**config.mk**
```make
export PLATFORM = sky130hd
export DESIGN_NAME = axi_sub_write_burst_if_flat
export DESIGN_NICKNAME = d
export VERILOG_FILES = /design/src/rtl/axi_sub_write_burst_if_if.sv /design/src/rtl/axi_sub_write_burst_if.sv /design/src/flat_wrapper.sv
export SDC_FILE = /design/constraint.sdc
export NUM_CORES = 1
export LEC_CHECK = 0
export CAP_MARGIN = 15
export CORE_UTILIZATION = 30
export CTS_BUF_LIST = sky130_fd_sc_hd__clkbuf_8
export CTS_CLUSTER_SIZE = 28
export DETAILED_ROUTE_END_ITERATION = 8
export HOLD_SLACK_MARGIN = 0.12
export PLACE_DENSITY = 0.6
export SYNTH_ARGS = -nofsm -noshare
export SYNTH_HDL_FRONTEND = slang
export SYNTH_SLANG_ARGS = --single-unit
export TNS_END_PERCENT = 50
```
**constraint.sdc**
```tcl
create_clock -name s_axi_clk -period 2.65 [get_ports s_axi_clk]
set_input_delay 0.53 -clock s_axi_clk [delete_from_list [all_inputs] [get_ports s_axi_clk]]
set_output_delay 0.53 -clock s_axi_clk [all_outputs]
set_load 0.05 [all_outputs]
```
**src/rtl/axi_sub_write_burst_if_if.sv**
```systemverilog
// AXI-style write channel bundle (AW/W/B) between a manager and the burst write subordinate.
interface axi_sub_write_burst_if_if #(
  parameter int DATA_WIDTH = 8,
  parameter int ADDR_WIDTH = 8,
  parameter int LEN_WIDTH  = 8
);
  logic [ADDR_WIDTH-1:0]   awaddr;
  logic [LEN_WIDTH-1:0]    awlen;
  logic                    awvalid;
  logic                    awready;
  logic [DATA_WIDTH-1:0]   wdata;
  logic [DATA_WIDTH/8-1:0] wstrb;
  logic                    wvalid;
  logic                    wready;
  logic                    wlast;
  logic [1:0]              bresp;
  logic                    bvalid;
  logic                    bready;

  modport master (
    output awaddr, awlen, awvalid, wdata, wstrb, wvalid, wlast, bready,
    input  awready, wready, bresp, bvalid
  );

  modport slave (
    input  awaddr, awlen, awvalid, wdata, wstrb, wvalid, wlast, bready,
    output awready, wready, bresp, bvalid
  );
endinterface

```
**src/rtl/axi_sub_write_burst_if.sv**
```systemverilog
// Single-outstanding AXI-style write burst subordinate: one registered local write per beat,
// SLVERR on out-of-range bursts or misplaced WLAST.
module axi_sub_write_burst_if #(
  parameter int DATA_WIDTH = 8,
  parameter int ADDR_WIDTH = 8,
  parameter int LEN_WIDTH  = 8,
  parameter int MAX_ADDR   = 2**ADDR_WIDTH-1
) (
  input  logic                    s_axi_clk,
  input  logic                    s_axi_resetn,
  axi_sub_write_burst_if_if.slave s_axi,
  output logic [ADDR_WIDTH-1:0]   w_addr,
  output logic [DATA_WIDTH-1:0]   wdata,
  output logic [DATA_WIDTH/8-1:0] wstrb,
  output logic                    write_enable
);
  localparam int STRB_W = DATA_WIDTH/8;
  localparam int SUM_W  = ADDR_WIDTH+LEN_WIDTH+1;

  localparam logic [1:0] S_IDLE = 2'd0;
  localparam logic [1:0] S_DATA = 2'd1;
  localparam logic [1:0] S_RESP = 2'd2;

  logic [1:0]            r_state;
  logic [ADDR_WIDTH-1:0] r_base;
  logic [LEN_WIDTH-1:0]  r_len;
  logic [LEN_WIDTH-1:0]  r_cnt;
  logic                  r_err;
  logic                  r_lerr;
  logic                  r_awready;
  logic                  r_wready;
  logic                  r_bvalid;
  logic [1:0]            r_bresp;
  logic [ADDR_WIDTH-1:0] r_waddr;
  logic [DATA_WIDTH-1:0] r_wdata;
  logic [STRB_W-1:0]     r_wstrb;
  logic                  r_we;

  logic [SUM_W-1:0]      w_sum;
  logic                  w_range_err;
  logic                  w_aw_hs;
  logic                  w_beat;
  logic                  w_last;
  logic                  w_lmis;

  // Extra headroom bit keeps base+len from wrapping back into range.
  assign w_sum       = SUM_W'(s_axi.awaddr) + SUM_W'(s_axi.awlen);
  assign w_range_err = w_sum > SUM_W'(MAX_ADDR);
  assign w_aw_hs     = s_axi.awvalid & r_awready;
  assign w_beat      = s_axi.wvalid & r_wready;
  assign w_last      = (r_cnt == r_len);
  assign w_lmis      = s_axi.wlast != w_last;

  always_ff @(posedge s_axi_clk or negedge s_axi_resetn) begin
    if (!s_axi_resetn) begin
      r_state   <= S_IDLE;
      r_base    <= '0;
      r_len     <= '0;
      r_cnt     <= '0;
      r_err     <= 1'b0;
      r_lerr    <= 1'b0;
      r_awready <= 1'b0;
      r_wready  <= 1'b0;
      r_bvalid  <= 1'b0;
      r_bresp   <= 2'b00;
      r_waddr   <= '0;
      r_wdata   <= '0;
      r_wstrb   <= '0;
      r_we      <= 1'b0;
    end else begin
      // Local write port is zero on every cycle that does not follow an accepted beat.
      r_we    <= 1'b0;
      r_waddr <= '0;
      r_wdata <= '0;
      r_wstrb <= '0;
      case (r_state)
        S_IDLE: begin
          r_awready <= 1'b1;
          if (w_aw_hs) begin
            r_base    <= s_axi.awaddr;
            r_len     <= s_axi.awlen;
            r_cnt     <= '0;
            r_err     <= w_range_err;
            r_lerr    <= 1'b0;
            r_awready <= 1'b0;
            r_wready  <= 1'b1;
            r_state   <= S_DATA;
          end
        end
        S_DATA: begin
          if (w_beat) begin
            if (!r_err) begin
              r_we    <= 1'b1;
              r_waddr <= r_base + ADDR_WIDTH'(r_cnt);
              r_wdata <= s_axi.wdata;
              r_wstrb <= s_axi.wstrb;
            end
            r_cnt <= r_cnt + LEN_WIDTH'(1);
            if (w_lmis) r_lerr <= 1'b1;
            // Burst length comes from AWLEN; WLAST only affects the response.
            if (w_last) begin
              r_wready <= 1'b0;
              r_bvalid <= 1'b1;
              r_bresp  <= (r_err | r_lerr | w_lmis) ? 2'b10 : 2'b00;
              r_state  <= S_RESP;
            end
          end
        end
        S_RESP: begin
          if (s_axi.bready) begin
            r_bvalid  <= 1'b0;
            r_bresp   <= 2'b00;
            r_awready <= 1'b1;
            r_state   <= S_IDLE;
          end
        end
        default: begin
          r_awready <= 1'b0;
          r_wready  <= 1'b0;
          r_bvalid  <= 1'b0;
          r_bresp   <= 2'b00;
          r_state   <= S_IDLE;
        end
      endcase
    end
  end

  assign s_axi.awready = r_awready;
  assign s_axi.wready  = r_wready;
  assign s_axi.bvalid  = r_bvalid;
  assign s_axi.bresp   = r_bresp;
  assign w_addr        = r_waddr;
  assign wdata         = r_wdata;
  assign wstrb         = r_wstrb;
  assign write_enable  = r_we;
endmodule

```
**src/flat_wrapper.sv**
```systemverilog
// flat-port wrapper written by rule: the top's interface ports become plain ports
module axi_sub_write_burst_if_flat 
#(
  parameter int DATA_WIDTH = 8,
  parameter int ADDR_WIDTH = 8,
  parameter int LEN_WIDTH  = 8,
  parameter int MAX_ADDR   = 2**ADDR_WIDTH-1
)
  (s_axi_clk, s_axi_resetn, w_addr, wdata, wstrb, write_enable, s_axi_awaddr, s_axi_awlen, s_axi_awvalid, s_axi_wdata, s_axi_wstrb, s_axi_wvalid, s_axi_wlast, s_axi_bready, s_axi_awready, s_axi_wready, s_axi_bresp, s_axi_bvalid);
  axi_sub_write_burst_if_if #(.DATA_WIDTH(DATA_WIDTH), .ADDR_WIDTH(ADDR_WIDTH), .LEN_WIDTH(LEN_WIDTH)) s_axi_i ();
  input  logic s_axi_clk;
  input  logic s_axi_resetn;
  output logic [ADDR_WIDTH-1:0] w_addr;
  output logic [DATA_WIDTH-1:0] wdata;
  output logic [DATA_WIDTH/8-1:0] wstrb;
  output logic write_enable;
  input wire logic [$bits(s_axi_i.awaddr)-1:0] s_axi_awaddr;
  input wire logic [$bits(s_axi_i.awlen)-1:0] s_axi_awlen;
  input wire logic [$bits(s_axi_i.awvalid)-1:0] s_axi_awvalid;
  input wire logic [$bits(s_axi_i.wdata)-1:0] s_axi_wdata;
  input wire logic [$bits(s_axi_i.wstrb)-1:0] s_axi_wstrb;
  input wire logic [$bits(s_axi_i.wvalid)-1:0] s_axi_wvalid;
  input wire logic [$bits(s_axi_i.wlast)-1:0] s_axi_wlast;
  input wire logic [$bits(s_axi_i.bready)-1:0] s_axi_bready;
  output wire logic [$bits(s_axi_i.awready)-1:0] s_axi_awready;
  output wire logic [$bits(s_axi_i.wready)-1:0] s_axi_wready;
  output wire logic [$bits(s_axi_i.bresp)-1:0] s_axi_bresp;
  output wire logic [$bits(s_axi_i.bvalid)-1:0] s_axi_bvalid;
  assign s_axi_i.awaddr = s_axi_awaddr;
  assign s_axi_i.awlen = s_axi_awlen;
  assign s_axi_i.awvalid = s_axi_awvalid;
  assign s_axi_i.wdata = s_axi_wdata;
  assign s_axi_i.wstrb = s_axi_wstrb;
  assign s_axi_i.wvalid = s_axi_wvalid;
  assign s_axi_i.wlast = s_axi_wlast;
  assign s_axi_i.bready = s_axi_bready;
  assign s_axi_awready = s_axi_i.awready;
  assign s_axi_wready = s_axi_i.wready;
  assign s_axi_bresp = s_axi_i.bresp;
  assign s_axi_bvalid = s_axi_i.bvalid;
  axi_sub_write_burst_if #(.DATA_WIDTH(DATA_WIDTH), .ADDR_WIDTH(ADDR_WIDTH), .LEN_WIDTH(LEN_WIDTH), .MAX_ADDR(MAX_ADDR)) u_core (.s_axi_clk(s_axi_clk), .s_axi_resetn(s_axi_resetn), .s_axi(s_axi_i), .w_addr(w_addr), .wdata(wdata), .wstrb(wstrb), .write_enable(write_enable));
endmodule
```
== Yosys cells after proc, flatten, opt, wreduce, memory -nomap -nowiden ==
Cells that the tools add are included.
Word-level totals
  bits in registers: 51
  latch bits: 0
  memory bits (writable): 0
  bits in read-only memories: 0
  bits of input ports: 31
  output and inout bits: 23
  logic and storage cells: 82
  memories: 0
Operators by class
  add/subtract/negate cells: 3
  multiply operators: 0
  div/mod/pow operators: 0
  $lt $le $gt $ge: 1
  equal/unequal tests: 9
  shift operators: 0
  muxes and demuxes: 39
  bitwise gates (word level): 7
  reductions and logical operators: 9
Operators with widths (count)
  8-bit 2-to-1 mux: 8
  17-bit by 8-bit > comparator with 1-bit output, second input constant: 1
  1-bit 2-to-1 mux: 17
  8-bit one-hot mux with 2 select lines: 1
  4-bit AND reduction: 4
  2-bit 2-to-1 mux: 7
  2-bit one-hot mux with 3 select lines: 2
  8-bit by 8-bit adder with 9-bit output: 1
  1-bit one-hot mux with 3 select lines: 3
  8-bit by 1-bit adder with 8-bit output, second input constant: 1
  8-bit adder: 1
  8-bit equality test: 1
  2-bit by 1-bit != test with 1-bit output, second input constant: 4
  2-bit AND reduction: 2
  1-bit inverter: 3
  3-bit AND reduction: 1
  1-bit AND: 2
  2-bit by 1-bit equality test with 1-bit output, second input constant: 1
  2-bit equality test, second input constant: 1
  2-bit logical NOT: 1
  2-bit != test, second input constant: 1
  1-bit OR: 2
  1-bit one-hot mux with 2 select lines: 1
  2-bit nonzero test: 1
  1-bit != test: 1

== Longest topological paths before layout ==
Gate-level depths: netlist of the first run.
  word-level depth: 7
  gate-level depth with buffers: 8
  depth with buffers taken out: 8

== Worst setup path after synthesis of the first run ==
No wires, ideal clock.
  kind: reg2reg
  start: register u_core.r_cnt[0]
  end: register u_core.r_waddr[6], in the netlist u_core.w_addr[6]
  library setup time: 0.127 ns
  arrival: 1.802 ns
  required time: 2.523 ns
  path slack: 0.721 ns
  stages on the path, launching flop included: 8
  buffers on the path: 0
  period minus slack after synthesis: 1.929 ns
  cell sequence: dfrtp_1 ha_1 fa_1 a211oi_1 o21bai_1 a21oi_1 xor2_1 nor2_1
Between the ends
  word-level cells in the longest chain between the ends: 4
Ends and longest elaborated chain
  start: declaration: line axi_sub_write_burst_if.sv:27  | logic [LEN_WIDTH-1:0] r_cnt;
  start signal: assignment: line axi_sub_write_burst_if.sv:98  | r_cnt <= r_cnt + LEN_WIDTH'(1);
  8-bit adder: line axi_sub_write_burst_if.sv:94  | r_waddr <= r_base + ADDR_WIDTH'(r_cnt);
  8-bit 2-to-1 mux: line axi_sub_write_burst_if.sv:92  | if (!r_err) begin
  8-bit 2-to-1 mux: line axi_sub_write_burst_if.sv:91  | if (w_beat) begin
  8-bit 2-to-1 mux: line axi_sub_write_burst_if.sv:76  | case (r_state)
  end signal: assignment: line axi_sub_write_burst_if.sv:94
  end: declaration: line axi_sub_write_burst_if.sv:34  | logic [ADDR_WIDTH-1:0] r_waddr;
Every way passes these cells.
A chain may end at the register's enable or synchronous reset.

== Final worst setup path of the first run ==
  start: register u_core.r_wready, in the netlist u_core.s_axi.wready
  end: output port s_axi_wready
RTL lines
  start: declaration: line axi_sub_write_burst_if.sv:31  | logic r_wready;
  start signal: assignment: line axi_sub_write_burst_if.sv:63  | r_wready <= 1'b0;
  start signal: assignment: line axi_sub_write_burst_if.sv:86  | r_wready <= 1'b1;
  start signal: assignment: line axi_sub_write_burst_if.sv:102  | r_wready <= 1'b0;
  end: declaration: line flat_wrapper.sv:26  | output wire logic [$bits(s_axi_i.wready)-1:0] s_axi_wready;
No word-level cell between the ends.

==> results.md, run 1 <==
* CP Buf/Inv Count at 1
* Pre-CTS setup slack at 0.386 ns
* Tot GR Track Use at 0.129
* Max incr delay on CP at 0.83 ns
* Fillcell total at 813
* CP Launch Type: flop
* CP top delay family: buffers and inverters
* Worst EP arrival at 1.58 ns
* RSZ-0062 raised after global routing: false
* Cell area after layout at 3170 µm²
* Hold Path Class: in2async
* NumNets Final at 347
* # hold bufs at CTS at 0
* Post-synth top area cell: dfrtp_1
* Bufs on Longest Clock Path at 2
* Initial Util at 0.314
* Post-synth ARST share at 1.00
* Worst-path fanout max at 7
* Clk_skew at 0.00490 ns
* Number of synthesized flops with an enable pin at 0
* Die width at 92.6 µm
* Slew @ Worst Pin at 0.614 ns
* DRC at 0
* Vias per cell at 4.50
* Largest net degree at the start of global routing at 51
* Die Height at 92.6 µm
* Mean post-synth cell area at 10.0 µm²
* Hpwl dp at 3.70 mm
* Clock Latency Late Sink at 0.30 ns
* Synth cell types at 42
* # H-tree levels at 2
* Top_reg_cell synth: dfrtp_1
* CP endpoint kind: output pin
* Clock-pin slew of the registers on the worst-case setup and hold paths at 0.10 ns
* Crit-path cells: clkdlybuf4s50_1
* Multi-input logic area at 1140 µm²
* Ys Warns at 0
* TNS Setup at 0 ns
* Cell Rows at 32
* Remaining antenna violation count at 0
* Core area at 7850 µm²
* Detailed Route WL at 4.95 mm
* Worst Path Class, Setup: reg2out
* Final WS setup at 0.538 ns
* CTS tree: done
* Status: finished, final reports clean
* Fin. max-slew vios at 0
* VDD IR max at 220 µV
* Area contributors post-synth: dfrtp_1 51%, nand2_1 8.7%, ha_1 7.6%
* First-pass GRT wire length at 8.71 mm
* Fmax at 0.473 GHz
* Register area share after synthesis at 0.508
* Die area at 8580 µm²
* Gp weighted congestion at 0.810
* Synthesized flop and latch total at 50
* Worst slew margin at 0.591
* CTS Buf Count at 5
* Synth top area share at 0.508
* Fin crit period at 2.11 ns
* Root Driver: clkbuf_8
* Synth Instances at 246
* Final setup fails at 0
* # Post-CTS Setup Buffers at 0
* Synthesized cell area at 2460 µm²
* Number of global-route vias before repair at 1,842
* Initial antenna violation count at 0
* Area Growth Syn to Fin at 28.7%
* Reg2Reg Depth at 7
* Worst path slowest cell: clkdlybuf4s50_1
* DR iter-0 viols at 71
* Port Buffers at 52
* TritonRoute pass-1 iters at 4
* Post_cts resized at 0
* DR vias at 1,809
* ANT cells at 0
* Static leakage at 1.52 nW
* Net Count, Synth at 294
* I/O Pins at 54
* CTS Sinks at 50
* Hold Vio Cnt, Final at 0
* Worst Path Required at 2.12 ns
* Gr ovfl total at 0
* Pwr Density at 415 nW/µm²
* WL/cell at 12.3 µm
* Register cell area after layout at 1250 µm²
* WP depth at 1
* Max cap viols at 0
* Share of layout cells above drive strength 1 at 0.0500
* Cell Area, Placed at 3080 µm²
* Post-route clock period utilization at 0.797
registers in the layout (all words and copies together), names as in the netlist, 2 cells and up:
name and flops:
u_core.r_len 8, u_core.r_state 2, u_core.r_base 8, u_core.wdata 8, u_core.r_cnt 8, u_core.w_addr 8
path summary, 6_finish.rpt:
check / from / end / slack [ns]
setup / recovery: u_core.s_axi.wready$_DFFE_PN0P_ / s_axi_wready / 0.54
hold / removal: s_axi_resetn / u_core.wdata[2]$_DFF_PN0_ / 0.32
setup reg to reg: u_core.r_cnt[0]$_DFFE_PN0P_ / u_core.w_addr[6]$_DFF_PN0_ / 0.57
hold reg to reg: u_core.s_axi.bvalid$_DFFE_PN0P_ / u_core.s_axi.bvalid$_DFFE_PN0P_ / 0.48
max in group asynchronous: s_axi_resetn / u_core.r_len[5]$_DFFE_PN0P_ / 1.92
min in group s_axi_clk: u_core.s_axi.bvalid$_DFFE_PN0P_ / u_core.s_axi.bvalid$_DFFE_PN0P_ / 0.48
power breakdown:
| group | internal [mW] | switching (mW) |
|---|---|---|
| sequential | 0.762 | 0 |
| clock | 0.195 | 0.272 |
| combinational | 0.0484 | 0.0391 |
synthesized netlist by cell type (4+ instances only):
| cell type | number |
|---|---|
| xnor2_1 | 16 |
| nor2_1 | 20 |
| clkbuf_1 | 4 |
| xor2_1 | 4 |
| o21ai_0 | 10 |
| dfrtp_1 | 50 |
| nand2_1 | 57 |
| ha_1 | 15 |
| a211oi_1 | 4 |
| nor3_1 | 4 |
| inv_1 | 5 |
| and2_1 | 11 |
logic make-up after synthesis:
kind of cell / Yosys count / share of synthesized area
fa+ha+maj: 17 / 0.0924
other cells: 1 / 0.00152
buf+inv: 15 / 0.0310
simple gates: 110 / 0.211
xor+xnor: 20 / 0.0711
flops: 50 / 0.508
compound gates: 33 / 0.0858
stage by stage:
stage	hold slack [ns]	instances	util	power, mW
6_report	0.315	402	0.404	1.32
5_1_grt	0.363	402	0.404	1.39
4_1_cts	0.342	402	0.404	1.34
3_5_place_dp	0.458	394	0.392	0.867
3_3_place_gp	0.455	394	0.392	0.868
2_1_floorplan	0.234	246	-	0.796
placed cells by master (no fill, tap or decap), types with 2 or more instances in the layout:
master           instances
buf_4                    3
fa_1                     2
clkdlybuf4s50_1         51
xnor2_1                 16
o21bai_1                 2
a211oi_1                 4
a21o_1                   2
o21ai_1                  2
ha_1                    15
nand3_1                  3
a31oi_1                  2
nor2b_1                  2
o21ai_0                 10
nor2_1                  20
dfrtp_1                 50
o21a_1                   2
nor3_1                   4
nand4_1                  3
nand2_1                 57
inv_6                    2
clkbuf_8                 5
inv_1                    5
xor2_1                   4
and2_1                  11
nand4b_1                 2
a21oi_1                  3
layout make-up:
type	count	share of cell area
Sequential cell	50	0.394
Multi-Input combinational cell	181	0.359
Timing Repair Buffer	55	0.170
Tap cell	102	0.0402
Clock buffer	5	0.0217
Clock inverter	3	0.00828
Inverter	6	0.00710
layer usage:
layer | track usage | vias to the layer above | wire (µm)
li1 | - | 930 | -
met4 | 0.0346 | 0 | 44
met2 | 0.215 | 36 | 2310
met3 | 0.0279 | 4 | 204
met5 | 0 | - | 0
met1 | 0.170 | 839 | 2390
No activity file was read; power rests on OpenSTA's default activity.
==> run 2: changes to the inputs <==
==> constraint.sdc (replaced) <==
create_clock -name s_axi_clk -period 2.09 [get_ports s_axi_clk]
set_input_delay 0.418 -clock s_axi_clk [delete_from_list [all_inputs] [get_ports s_axi_clk]]
set_output_delay 0.418 -clock s_axi_clk [all_outputs]
set_load 0.05 [all_outputs]
==> run 2 against run 1 <==
Worst setup slack got worse by 0.45 ns. Worst hold slack lost 0.11 ns. Register-to-register slack worse by 0.38 ns. Clock-buffer cell count increased by 1. Non-clock buffer count is 4 higher. Critical path type unchanged. Largest power group unchanged.
==> results.md, run 2 (synthesis results as in run 1) <==
* Cell area after layout at 3210 µm² (was 3170 µm²)
* Gp weighted congestion at 0.811 (was 0.810)
* Hpwl dp at 3.73 mm (was 3.70 mm)
* Worst Path Required at 1.67 ns (was 2.12 ns)
* Largest net degree at the start of global routing at 51 (unchanged)
* Area Growth Syn to Fin at 30.3% (was 28.7%)
* Slew @ Worst Pin at 0.619 ns (was 0.614 ns)
* ANT cells at 0 (unchanged)
* Pwr Density at 529 nW/µm² (was 415 nW/µm²)
* Gate power share at 0.066 (about the same)
* Gr ovfl total at 0 (unchanged)
* First-pass GRT wire length at 8.78 mm (was 8.71 mm)
* Remaining antenna violation count at 0 (unchanged)
* # Post-CTS Setup Buffers at 0 (unchanged)
* RSZ-0062 raised after global routing: false (unchanged)
* Final setup fails at 0 (unchanged)
* Initial Util at 0.314 (unchanged)
* WL/cell at 12.6 µm (was 12.3 µm)
* Bufs on Longest Clock Path at 2 (unchanged)
* Worst slew margin at 0.588 (was 0.591)
* DR iter-0 viols at 52 (was 71)
* Critical path startpoint: u_core.s_axi.wready$_DFFE_PN0P_ (unchanged)
* Crit-path cells: clkdlybuf4s50_1 (unchanged)
* Worst EP arrival at 1.58 ns (about the same)
* Sw frac at 0.234 (was 0.236)
* Pre-CTS setup slack at -0.0572 ns (was 0.386 ns)
* CP top delay family: buffers and inverters (unchanged)
* Sw power at 397 µW (was 311 µW)
* CP endpoint kind: output pin (unchanged)
* Clock-pin slew of the registers on the worst-case setup and hold paths at 0.10 ns (about the same)
* TNS Setup at 0 ns (unchanged)
* Worst Path Class, Setup: reg2out (unchanged)
* Fin. max-slew vios at 0 (unchanged)
* Die area at 8580 µm² (unchanged)
* Fin crit period at 2.00 ns
* Vias per cell at 4.52 (was 4.50)
* Detailed Route WL at 5.13 mm (was 4.95 mm)
* Clk pwr share at 0.365 (was 0.354)
* Share of layout cells above drive strength 1 at 0.0658 (was 0.0500)
* # H-tree levels at 2 (unchanged)
* Die width at 92.6 µm (unchanged)
* Internal power at 1.30 mW (was 1.01 mW)
* Fmax at 0.500 GHz
* CP Launch Type: flop (unchanged)
* I/O Pins at 54 (unchanged)
* Root Driver: clkbuf_8 (unchanged)
* Clock Latency Late Sink at 0.31 ns (was 0.30 ns)
* Final WS setup at 0.0886 ns (was 0.538 ns)
* Initial antenna violation count at 0 (unchanged)
* Port Buffers at 52 (unchanged)
* TritonRoute pass-1 iters at 4 (unchanged)
* DR vias at 1,836 (was 1,809)
* DRC at 0 (unchanged)
* Worst r2r src: u_core.r_cnt[0]$_DFFE_PN0P_ (unchanged)
* Hold Path Class: in2async (unchanged)
* NumNets Final at 351 (was 347)
* Die Height at 92.6 µm (unchanged)
* Worst-path fanout max at 7 (unchanged)
* Number of global-route vias before repair at 1,838 (was 1,842)
* VDD IR max at 218 µV (was 220 µV)
* # hold bufs at CTS at 0 (unchanged)
* Post-route clock period utilization at 0.958
* Status: finished, final reports clean (unchanged)
* Tot GR Track Use at 0.130 (was 0.129)
* Max cap viols at 0 (unchanged)
* Max incr delay on CP at 0.84 ns (was 0.83 ns)
* Final design utilization at 0.409 (was 0.404)
* Cell Rows at 32 (unchanged)
* Most common cell after layout, fill and taps aside: nand2_1 (unchanged)
* Static leakage at 1.54 nW (was 1.52 nW)
* Clk_skew at 0.00811 ns (was 0.00490 ns)
* Hold Vio Cnt, Final at 0 (unchanged)
* CP Buf/Inv Count at 1 (unchanged)
* Core area at 7850 µm² (unchanged)
* Most frequent cells in the layout: 57 x nand2_1, 51 x clkdlybuf4s50_1, 50 x dfrtp_1 (unchanged)
* CTS tree: done (unchanged)
* Worst path slowest cell: clkdlybuf4s50_1 (unchanged)
* Seq pwr share at 0.569 (was 0.579)
* CTS Sinks at 50 (unchanged)
* Cell Area, Placed at 3110 µm² (was 3080 µm²)
* CTS Buf Count at 5 (unchanged)
-- run 2: cell count changes in the layout (fill, tap and decap cells not counted) --
cell | before | now
inv_6 | 2 | 1
clkinv_4 | 1 | 0
a211oi_1 | 4 | 3
clkbuf_8 | 5 | 6
buf_4 | 3 | 7
clkinvlp_4 | 0 | 1
a211oi_2 | 0 | 1
-- run 2: per-layer routing --
metal	wire length (µm)	vias to the layer above	track usage
met5	0	-	0
met3	237	4	0.0296
met4	40	0	0.0346
li1	-	933	-
met2	2380	37	0.211
met1	2470	862	0.175
-- run 2: area by class of cell --
type / count / area, µm²
fill: 808 / 4640
clock inverter: 2 / 16.3
inverter: 6 / 22.5
clock buffer: 6 / 82.6
timing repair buffer: 59 / 568
tap: 102 / 128
multi-input combinational: 181 / 1140
sequential: 50 / 1250
-- run 2: worst paths after layout --
path	endpoint	slack (ns)	cells past startpoint
setup / recovery	s_axi_wready	0.09	1
hold / removal	u_core.wdata[6]$_DFF_PN0_	0.20	2
setup reg to reg	u_core.w_addr[6]$_DFF_PN0_	0.19	7
hold reg to reg	u_core.r_base[2]$_DFFE_PN0P_	0.49	2
max in group asynchronous	u_core.r_base[1]$_DFFE_PN0P_	1.47	2
min in group s_axi_clk	u_core.r_base[2]$_DFFE_PN0P_	0.49	2
-- run 2: per-stage QoR --
step                      hold slack [ns]  power (mW)  std cells
final                               0.204        1.70        406
after global routing                0.258        1.77        406
after CTS                           0.228        1.72        406
after detailed placement            0.470        1.10        398
after global placement              0.453        1.10        398
after floorplan                     0.122        1.01        246
-- run 2: what timing repair did --
action,CTS,global route
hold endpoints to repair,0,0
setup endpoints to repair,0,1
resized for setup,0,1
-- run 2: power by group through the flow --
stage / sequential (mW) / clock [mW] / combinational (mW)
after global placement: 0.986 / 0 / 0.116
after floorplan: 0.986 / 0 / 0.0237
after detailed placement: 0.986 / 0 / 0.115
final: 0.967 / 0.620 / 0.112
after CTS: 0.967 / 0.636 / 0.116
after global routing: 0.967 / 0.679 / 0.126
